[src/rtl/vga_token_scheduler.sv]
// Token line owner for the VGA renderer: accepts keypad symbols one per cycle and
// expands signed calculator answers into '=', optional '-', and decimal digit tokens.
module vga_token_scheduler #(
  parameter int TOKENS = 200,
  parameter int TOK_W  = 4,
  parameter int ANS_W  = 32,
  parameter int DIGITS = 10
) (
  input  logic                      clk,
  input  logic                      rst_n,
  input  logic                      sym_valid,
  input  logic [TOK_W-1:0]          sym_data,
  output logic                      sym_ready,
  input  logic                      ans_valid,
  input  logic [ANS_W-1:0]          ans_data,
  output logic                      ans_ready,
  output logic [TOKENS*TOK_W-1:0]   token_to_vga,
  output logic                      busy,
  output logic                      overflow
);

  localparam int IDX_W = $clog2(TOKENS + 1);
  localparam int BCD_W = DIGITS * 4;

  localparam logic [TOK_W-1:0] TOK_EQ    = TOK_W'(4'hE);
  localparam logic [TOK_W-1:0] TOK_MINUS = TOK_W'(4'hB);
  localparam logic [TOK_W-1:0] TOK_CLEAR = TOK_W'(4'hF);

  typedef enum logic [2:0] {IDLE, EQ, SIGN, CONV, EMIT} state_t;

  state_t             state, state_nxt;
  logic [IDX_W-1:0]   idx;
  logic               neg;
  logic [ANS_W-1:0]   mag;
  logic [BCD_W-1:0]   bcd, bcd_adj;
  logic [4:0]         cnt;
  logic               started;
  logic               wr_en, clear, ans_take;
  logic [TOK_W-1:0]   wr_data;
  logic [3:0]         digit;

  assign sym_ready = (state == IDLE);
  assign ans_ready = (state == IDLE) && !sym_valid;
  assign busy      = (state != IDLE);
  assign ans_take  = ans_valid && ans_ready;
  assign digit     = bcd[BCD_W-1 -: 4];

  // Double-dabble correction: any BCD nibble >= 5 gets +3 before the shift.
  always_comb begin
    bcd_adj = bcd;
    for (int i = 0; i < DIGITS; i++) begin
      if (bcd[4*i +: 4] >= 4'd5) bcd_adj[4*i +: 4] = bcd[4*i +: 4] + 4'd3;
    end
  end

  always_comb begin
    state_nxt = state;
    wr_en     = 1'b0;
    wr_data   = '0;
    clear     = 1'b0;
    unique case (state)
      IDLE: begin
        if (sym_valid) begin
          if (sym_data == TOK_CLEAR) clear = 1'b1;
          else begin
            wr_en   = 1'b1;
            wr_data = sym_data;
          end
        end else if (ans_valid) begin
          state_nxt = EQ;
        end
      end
      EQ: begin
        wr_en     = 1'b1;
        wr_data   = TOK_EQ;
        state_nxt = neg ? SIGN : CONV;
      end
      SIGN: begin
        wr_en     = 1'b1;
        wr_data   = TOK_MINUS;
        state_nxt = CONV;
      end
      CONV: begin
        if (cnt == 5'(ANS_W - 1)) state_nxt = EMIT;
      end
      EMIT: begin
        // Leading zeros are suppressed, but the last digit always lands.
        if (digit != 4'd0 || started || cnt == 5'(DIGITS - 1)) begin
          wr_en   = 1'b1;
          wr_data = TOK_W'(digit);
        end
        if (cnt == 5'(DIGITS - 1)) state_nxt = IDLE;
      end
      default: state_nxt = IDLE;
    endcase
  end

  always_ff @(posedge clk or negedge rst_n) begin
    if (!rst_n) state <= IDLE;
    else        state <= state_nxt;
  end

  always_ff @(posedge clk or negedge rst_n) begin
    if (!rst_n) begin
      token_to_vga <= '0;
      idx          <= '0;
      overflow     <= 1'b0;
      neg          <= 1'b0;
      mag          <= '0;
      bcd          <= '0;
      cnt          <= '0;
      started      <= 1'b0;
    end else begin
      if (clear) begin
        token_to_vga <= '0;
        idx          <= '0;
        overflow     <= 1'b0;
      end else if (wr_en) begin
        // A full line drops the write and holds the index at TOKENS.
        if (idx == IDX_W'(TOKENS)) overflow <= 1'b1;
        else begin
          token_to_vga[idx*TOK_W +: TOK_W] <= wr_data;
          idx                              <= idx + IDX_W'(1);
        end
      end
      unique case (state)
        IDLE: begin
          if (ans_take) begin
            neg     <= ans_data[ANS_W-1];
            mag     <= ans_data[ANS_W-1] ? (~ans_data + ANS_W'(1)) : ans_data;
            bcd     <= '0;
            cnt     <= '0;
            started <= 1'b0;
          end
        end
        CONV: begin
          bcd <= {bcd_adj[BCD_W-2:0], mag[ANS_W-1]};
          mag <= mag << 1;
          cnt <= cnt + 5'd1;
        end
        EMIT: begin
          bcd     <= bcd << 4;
          started <= started | (digit != 4'd0);
          cnt     <= cnt + 5'd1;
        end
        default: ;
      endcase
    end
  end

endmodule
[config.mk]
export PLATFORM = sky130hd
export DESIGN_NAME = vga_token_scheduler
export DESIGN_NICKNAME = d
export VERILOG_FILES = /design/src/rtl/vga_token_scheduler.sv
export SDC_FILE = /design/constraint.sdc
export NUM_CORES = 2
export LEC_CHECK = 0
export ABC_CLOCK_PERIOD_IN_PS = 3900
export CORE_AREA = 2 2 329 331
export DETAILED_ROUTE_END_ITERATION = 10
export DIE_AREA = 0 0 331 333
export SYNTH_ARGS = -nofsm -noshare
export SYNTH_HDL_FRONTEND = slang
export SYNTH_SLANG_ARGS = --single-unit
[constraint.sdc]
create_clock -name clk -period 3.9 [get_ports clk]
set_input_delay 0.39 -clock clk [delete_from_list [all_inputs] [get_ports clk]]
set_output_delay 0.39 -clock clk [all_outputs]
set_load 0.02 [all_outputs]
# ---- Yosys cells after proc, flatten, opt, wreduce, memory -nomap -nowiden
# Index checks and enable logic that the tools add are counted.
dict set report classes {
  n_eq_ne 14
  magnitude_cmp 10
  mux 46
  bitwise 2
  n_reduce_logical 24
  shift 2
  add_sub_neg 14
}
# cell count
set ops {}
lappend ops {{800-bit two-way mux} 3}
lappend ops {{800-bit bitwise mux} 1}
lappend ops {{4-bit by 34-bit variable shift with 800-bit output (first input constant)} 1}
lappend ops {{4-bit by 34-bit variable part select with 800-bit output} 1}
lappend ops {{40-bit one-hot mux with 3 select lines} 1}
lappend ops {{32-bit two-way mux} 2}
lappend ops {{32-bit one-hot mux with 2 select lines} 1}
lappend ops {{4-bit two-way mux} 12}
lappend ops {{4-bit by 3-bit >= comparator with 1-bit output (second input constant)} 10}
lappend ops {{40-bit two-way mux} 1}
lappend ops {{4-bit by 2-bit adder with 4-bit output (second input constant)} 9}
lappend ops {{10-bit negator with 34-bit output} 1}
lappend ops {{32-bit by 1-bit adder with 32-bit output (second input constant)} 1}
lappend ops {{32-bit NOT} 1}
lappend ops {{8-bit two-way mux} 3}
lappend ops {{4-bit one-hot mux with 4 select lines} 1}
lappend ops {{3-bit two-way mux} 5}
lappend ops {{3-bit one-hot mux with 5 select lines} 1}
lappend ops {{2-bit AND reduction} 7}
lappend ops {{1-bit two-way mux} 11}
lappend ops {{5-bit one-hot mux with 2 select lines} 1}
lappend ops {{2-bit nonzero test} 5}
lappend ops {{8-bit by 1-bit adder with 8-bit output (second input constant)} 1}
lappend ops {{8-bit == test (second input constant)} 1}
lappend ops {{other kinds (22)} 31}
dict set report totals {
  word_cells 121
  reg_bits 891
  inputBits 40
}

# ---- Depth between registers and ports, before layout
dict set report logic_depth {
  ltp_word 10
  ltp_mapped 14
  ltp_nobuf 9
}

# ---- Worst setup path after synthesis
# Ideal clock, no wire load.
dict set report synth_timing {
  path_type {reg2reg}
  start {register idx[0]}
  end {register token_to_vga[459]}
  required_ns 3.822
  path_slack_ns 0.335
  path_stages_with_launch 13
  synth_period_minus_slack_ns 3.565
  t_arrival_ns 3.487
  path_buffers 4
  cell_sequence {dfrtp_1 -> clkbuf_1 -> clkbuf_1 -> inv_1 -> ha_1 -> clkbuf_1 -> o21bai_1 -> a31o_2 -> clkbuf_1 -> nor3_1 -> nand4_1 -> or4_1 -> a21oi_1}
}
dict set report synth_via {
  elab_chain_cells 6
  elab_cells_between_ends 10
  cone_classes {add/sub (1); eq/ne (2); shift (2); mux (4); reduce/logical (1)}
}
# element line_no
set synth_lines {}
lappend synth_lines {{start, declared} 32} ;# logic [IDX_W-1:0] idx;
lappend synth_lines {{start signal, assigned} 123} ;# idx <= idx + IDX_W'(1);
lappend synth_lines {{10-bit negator with 34-bit output} 122} ;# token_to_vga[idx*TOK_W +: TOK_W] <= wr_data;
lappend synth_lines {{4-bit by 34-bit variable part select with 800-bit output or 4-bit by 34-bit variable shift with 800-bit output (tied branches)} 122}
lappend synth_lines {{800-bit bitwise mux} 122}
lappend synth_lines {{800-bit two-way mux} 120} ;# if (idx == IDX_W'(TOKENS)) overflow <= 1'b1;
lappend synth_lines {{800-bit two-way mux} 118} ;# end else if (wr_en) begin
lappend synth_lines {{800-bit two-way mux} 114} ;# if (clear) begin
lappend synth_lines {{end signal, assigned by index} 122}
lappend synth_lines {{end, declared} 17} ;# output logic [TOKENS*TOK_W-1:0] token_to_vga,
# Several ways; a longest one is shown, not always the timed one. The select of a mux whose other input is x is not followed.
# A chain may end at the register's enable or synchronous reset.

# ---- Final worst setup path
dict set report layout_timing {
  start {register state[2]}
  end {register token_to_vga[445]}
}
dict set report layout_via {
  elab_chain_cells 7
  elab_cells_between_ends 16
  cone_classes {eq/ne (4); shift (1); mux (7); reduce/logical (4)}
}
# element line_no
set layout_lines {}
lappend layout_lines {{start, declared} 31} ;# state_t state, state_nxt;
lappend layout_lines {{start signal, assigned} 100} ;# else state <= state_nxt;
lappend layout_lines {{3-bit == test (tied with other cells)} 61} ;# unique case (state)
lappend layout_lines {{4-bit one-hot mux with 4 select lines} 61}
lappend layout_lines {{4-bit by 34-bit variable part select with 800-bit output} 122}
lappend layout_lines {{800-bit bitwise mux} 122}
lappend layout_lines {{800-bit two-way mux} 120}
lappend layout_lines {{800-bit two-way mux} 118}
lappend layout_lines {{800-bit two-way mux} 114}
# Several ways; a longest one is shown, not always the timed one. The select of a mux whose other input is x is not followed.

==> reports/metrics.cfg <==
[global_routing]
antenna_found_initial = 2
grt_pass1_wl_mm = 273
grt-ovfl-total = 0
grt_pass1_vias = 36300
grt_max_degree = 192
grt_usage_pct = 34.3

[drt]
vias = 38100
wirelength_mm = 194
drc = 0
routedWlPerCell_um = 30.4
dr.pass1.iters = 5
first_iter_violations = 3773
vias_per_cell = 5.95
antenna_left = 0

[setup_path]
arrival_ns = 4.35
crit_buf_inv = 2
cp_max_fo = 13
rr_startpoint = state[2]
start_kind = flop
r2r_slack_ns = 0.12
end_kind = flop
crit_path_top_delay_cell = nor2_1
r2r_end = token_to_vga[445]
crit_type = flop to flop
path_delay_family = simple AND/OR/NAND/NOR gates
path_cells = or3_1 -> inv_1 -> nand3_4 -> a22o_2 -> nor2_1 -> a21oi_1 -> buf_4 -> a22o_1
r2r_cells = 8
critPathRequiredTime_ns = 4.47
critical_path.max_stage_delay_ns = 1.03

[timing]
finalCritPeriodShare_pct = 96.9
setup-tns-final_ns = 0
worst_hold_slack_ns = 0.233
rsz0062_at_grt = no
final-max-slew-violation-count = 0
fmax_ghz = 0.265
skew_ns = 0.0304
finalSetupViolations = 0
tightest_slew_ns = 1.35
relSlewSlack_pct = 9.95
hold_violations = 0
worst_slack_ns = 0.120
layout_min_cycle_time_ns = 3.78

[final_layout]
drive_above_1_share_pct = 14.0
nets = 4982
area_growth_pct = 38.9

[placed_design]
numPortBuffers = 843
dp_hpwl_mm = 143
place_congestion = 0.989
dp_slack_ns = 0.0230

[power]
leakagePower_uw = 0.0235
vdd.ir_drop.worst_uv = 351
seq_power_share_pct = 34.3
comb_power_share_pct = 30.7
p_sw_share_pct = 37.9
netSwitchingPower_uw = 11000
p_per_area_nw_per_um2 = 522
p_int_uw = 18000
clockPowerShare_pct = 34.9

[cts]
cts_tree = built
htree_levels = 3
cts_sinks = 891
clkLatencyLatePin_ns = 0.71
cts_made_buffers = 101
clk_pin_slew_ns = 0.06
clock-root-buffer = clkbuf_16
clockBufferDepth = 3

[floorplan]
fp-row-count = 120
core_um2 = 107000
die_area_um2 = 110000
pin_count = 844
start_util_pct = 37.5
die_height_um = 333
die_w_um = 331

[synthesis]
synth_nets = 4030
syn_avg_cell_area_um2 = 10.1
synth_edf_count = 0
ys_ff_latch = 891
yosysUniqueCellTypes = 72
yosysSeqAreaShare_pct = 55.7
syn_inst = 3962
synth-main-ff-cell = dfrtp_1
synthesis.area_um2 = 40000
async_reset_ff_share_pct = 100
ys.warnings.count = 0

[hold_path]
hold_class = primary input to asynchronous set/reset pin

[outcome]
outcome = finished, final reports clean

[flow_run]
drv_cap = 0

## power by group through the flow
stage	clock [µW]	sequential (µW)	combinational, µW
floorplan	0	10000	4040
global placement	0	10100	8500
detailed placement	0	10100	8550
CTS	10300	9970	8580
global route	10600	10000	9300
finish	10200	9970	8920
## area by class of cell
type | count | area (µm²)
Clock buffer | 139 | 2910
Multi-Input combinational cell | 2768 | 17000
Antenna cell | 3 | 7.51
Clock inverter | 49 | 618
Sequential cell | 891 | 22300
Timing Repair Buffer | 1120 | 10900
Inverter | 32 | 120
Tap cell | 1403 | 1760
Fill cell | 9722 | 51000
## sequential cells by signal, summed over array words and instances, names as in the netlist
| signal | count |
|---|---|
| bcd | 40 |
| idx | 8 |
| state | 3 |
| overflow | 1 |
| cnt | 5 |
| started | 1 |
| token_to_vga | 800 |
| neg | 1 |
| mag | 32 |
## cell usage in the layout, fill, tap and decap left out, types with 12 or more instances in the layout
cell / count
or4_1: 19
nor4_1: 32
clkbuf_16: 101
xnor2_1: 18
a31o_2: 167
nand4_1: 142
a22o_1: 54
ha_1: 27
clkinv_2: 20
clkdlybuf4s50_1: 842
buf_4: 244
nor2_2: 13
buf_12: 32
and3_1: 12
a22oi_1: 27
clkbuf_8: 24
nand2_1: 572
inv_1: 32
clkbuf_1: 14
dfrtp_1: 891
o2bb2ai_1: 15
xor2_1: 29
a21oi_1: 116
nor2b_1: 13
or3_1: 23
nor2_4: 12
o21ai_0: 261
mux2i_1: 202
nor2_1: 141
nor3_1: 200
nand2b_1: 34
a32o_1: 29
o31ai_1: 92
a221oi_1: 21
nand3_1: 330
## metrics by stage
stage	cell area (µm²)	util [%]	instances	total power (µW)
after CTS	55500	52.0	6390	28800
after global placement	51900	48.7	6201	18600
after global routing	55600	52.2	6402	30000
after detailed placement	51900	48.7	6201	18700
after floorplan	40000	-	3962	14100
final	55600	52.2	6405	29000
## repair_timing
item                                   4_1_cts  5_1_grt
pin swaps                                    0        6
gates cloned                                 0        1
hold buffers                                 1        0
gates resized for setup                      1        6
endpoints found under the hold margin       49        0
setup endpoints to repair                    1       98
buffers inserted                             0       11
## layer usage
layer	global-route usage [%]	wire length [µm]
met3	8.33	17700
met2	53.5	89100
met4	16.7	10600
met1	44.5	77100
met5	0	0
## worst reg2reg max path: stages, from the launching register on
cell and delay (ns):
dfrtp_1 0.49, or3_1 0.42, inv_1 0.25, nand3_4 0.23, a22o_2 0.41, nor2_1 1.04
a21oi_1 0.33, buf_4 0.26, a22o_1 0.22
## synth_stat cells, drive strengths merged (15+ instances only)
master / instances / area, µm²
nand4: 142 / 888
clkbuf: 242 / 908
a22oi: 30 / 225
ha: 28 / 350
nor4: 33 / 213
nand3: 332 / 1660
nor3: 212 / 1080
a221oi: 22 / 193
a21oi: 122 / 611
nand2b: 34 / 213
xnor2: 18 / 158
dfrtp: 891 / 22300
a32o: 29 / 290
xor2: 29 / 254
or3: 23 / 144
o2bb2ai: 15 / 131
a31o: 167 / 1460
o21ai: 270 / 1350
a22o: 55 / 482
buf: 30 / 131
inv: 32 / 120
nand2: 574 / 2150
mux2i: 202 / 2020
o31ai: 94 / 706
nor2: 165 / 619
or4: 19 / 143
## logic make-up (layout without fill, tap and decap cells)
group / after synthesis / after routing / share of synthesized area, %
AO/OA/AOI/OAI: 890 / 890 / 15.5
other: 0 / 3 / 0
buffers and inverters: 304 / 1340 / 2.90
adder cells (fa/ha/maj): 28 / 28 / 0.875
XOR/XNOR: 47 / 47 / 1.03
multiplexers: 204 / 204 / 5.11
flip-flops: 891 / 891 / 55.7
AND/OR/NAND/NOR: 1598 / 1599 / 18.9
## worst max path at each step
| stage | startpoint | endpoint | depth (start not counted) | slack (ns) |
|---|---|---|---|---|
| 4_1_cts | idx[1] | token_to_vga[277] | 10 | 0.01 |
| 3_3_place_gp | idx[1] | token_to_vga[181] | 9 | 0.007 |
| 2_1_floorplan | idx[0] | token_to_vga[459] | 12 | 0.33 |
| 3_5_place_dp | idx[1] | token_to_vga[183] | 9 | 0.02 |
| 6_report | state[2] | token_to_vga[445] | 8 | 0.12 |
| 5_1_grt | idx[1] | token_to_vga[232] | 8 | 0.01 |
Note: power is estimated with default switching activity, not from simulation.
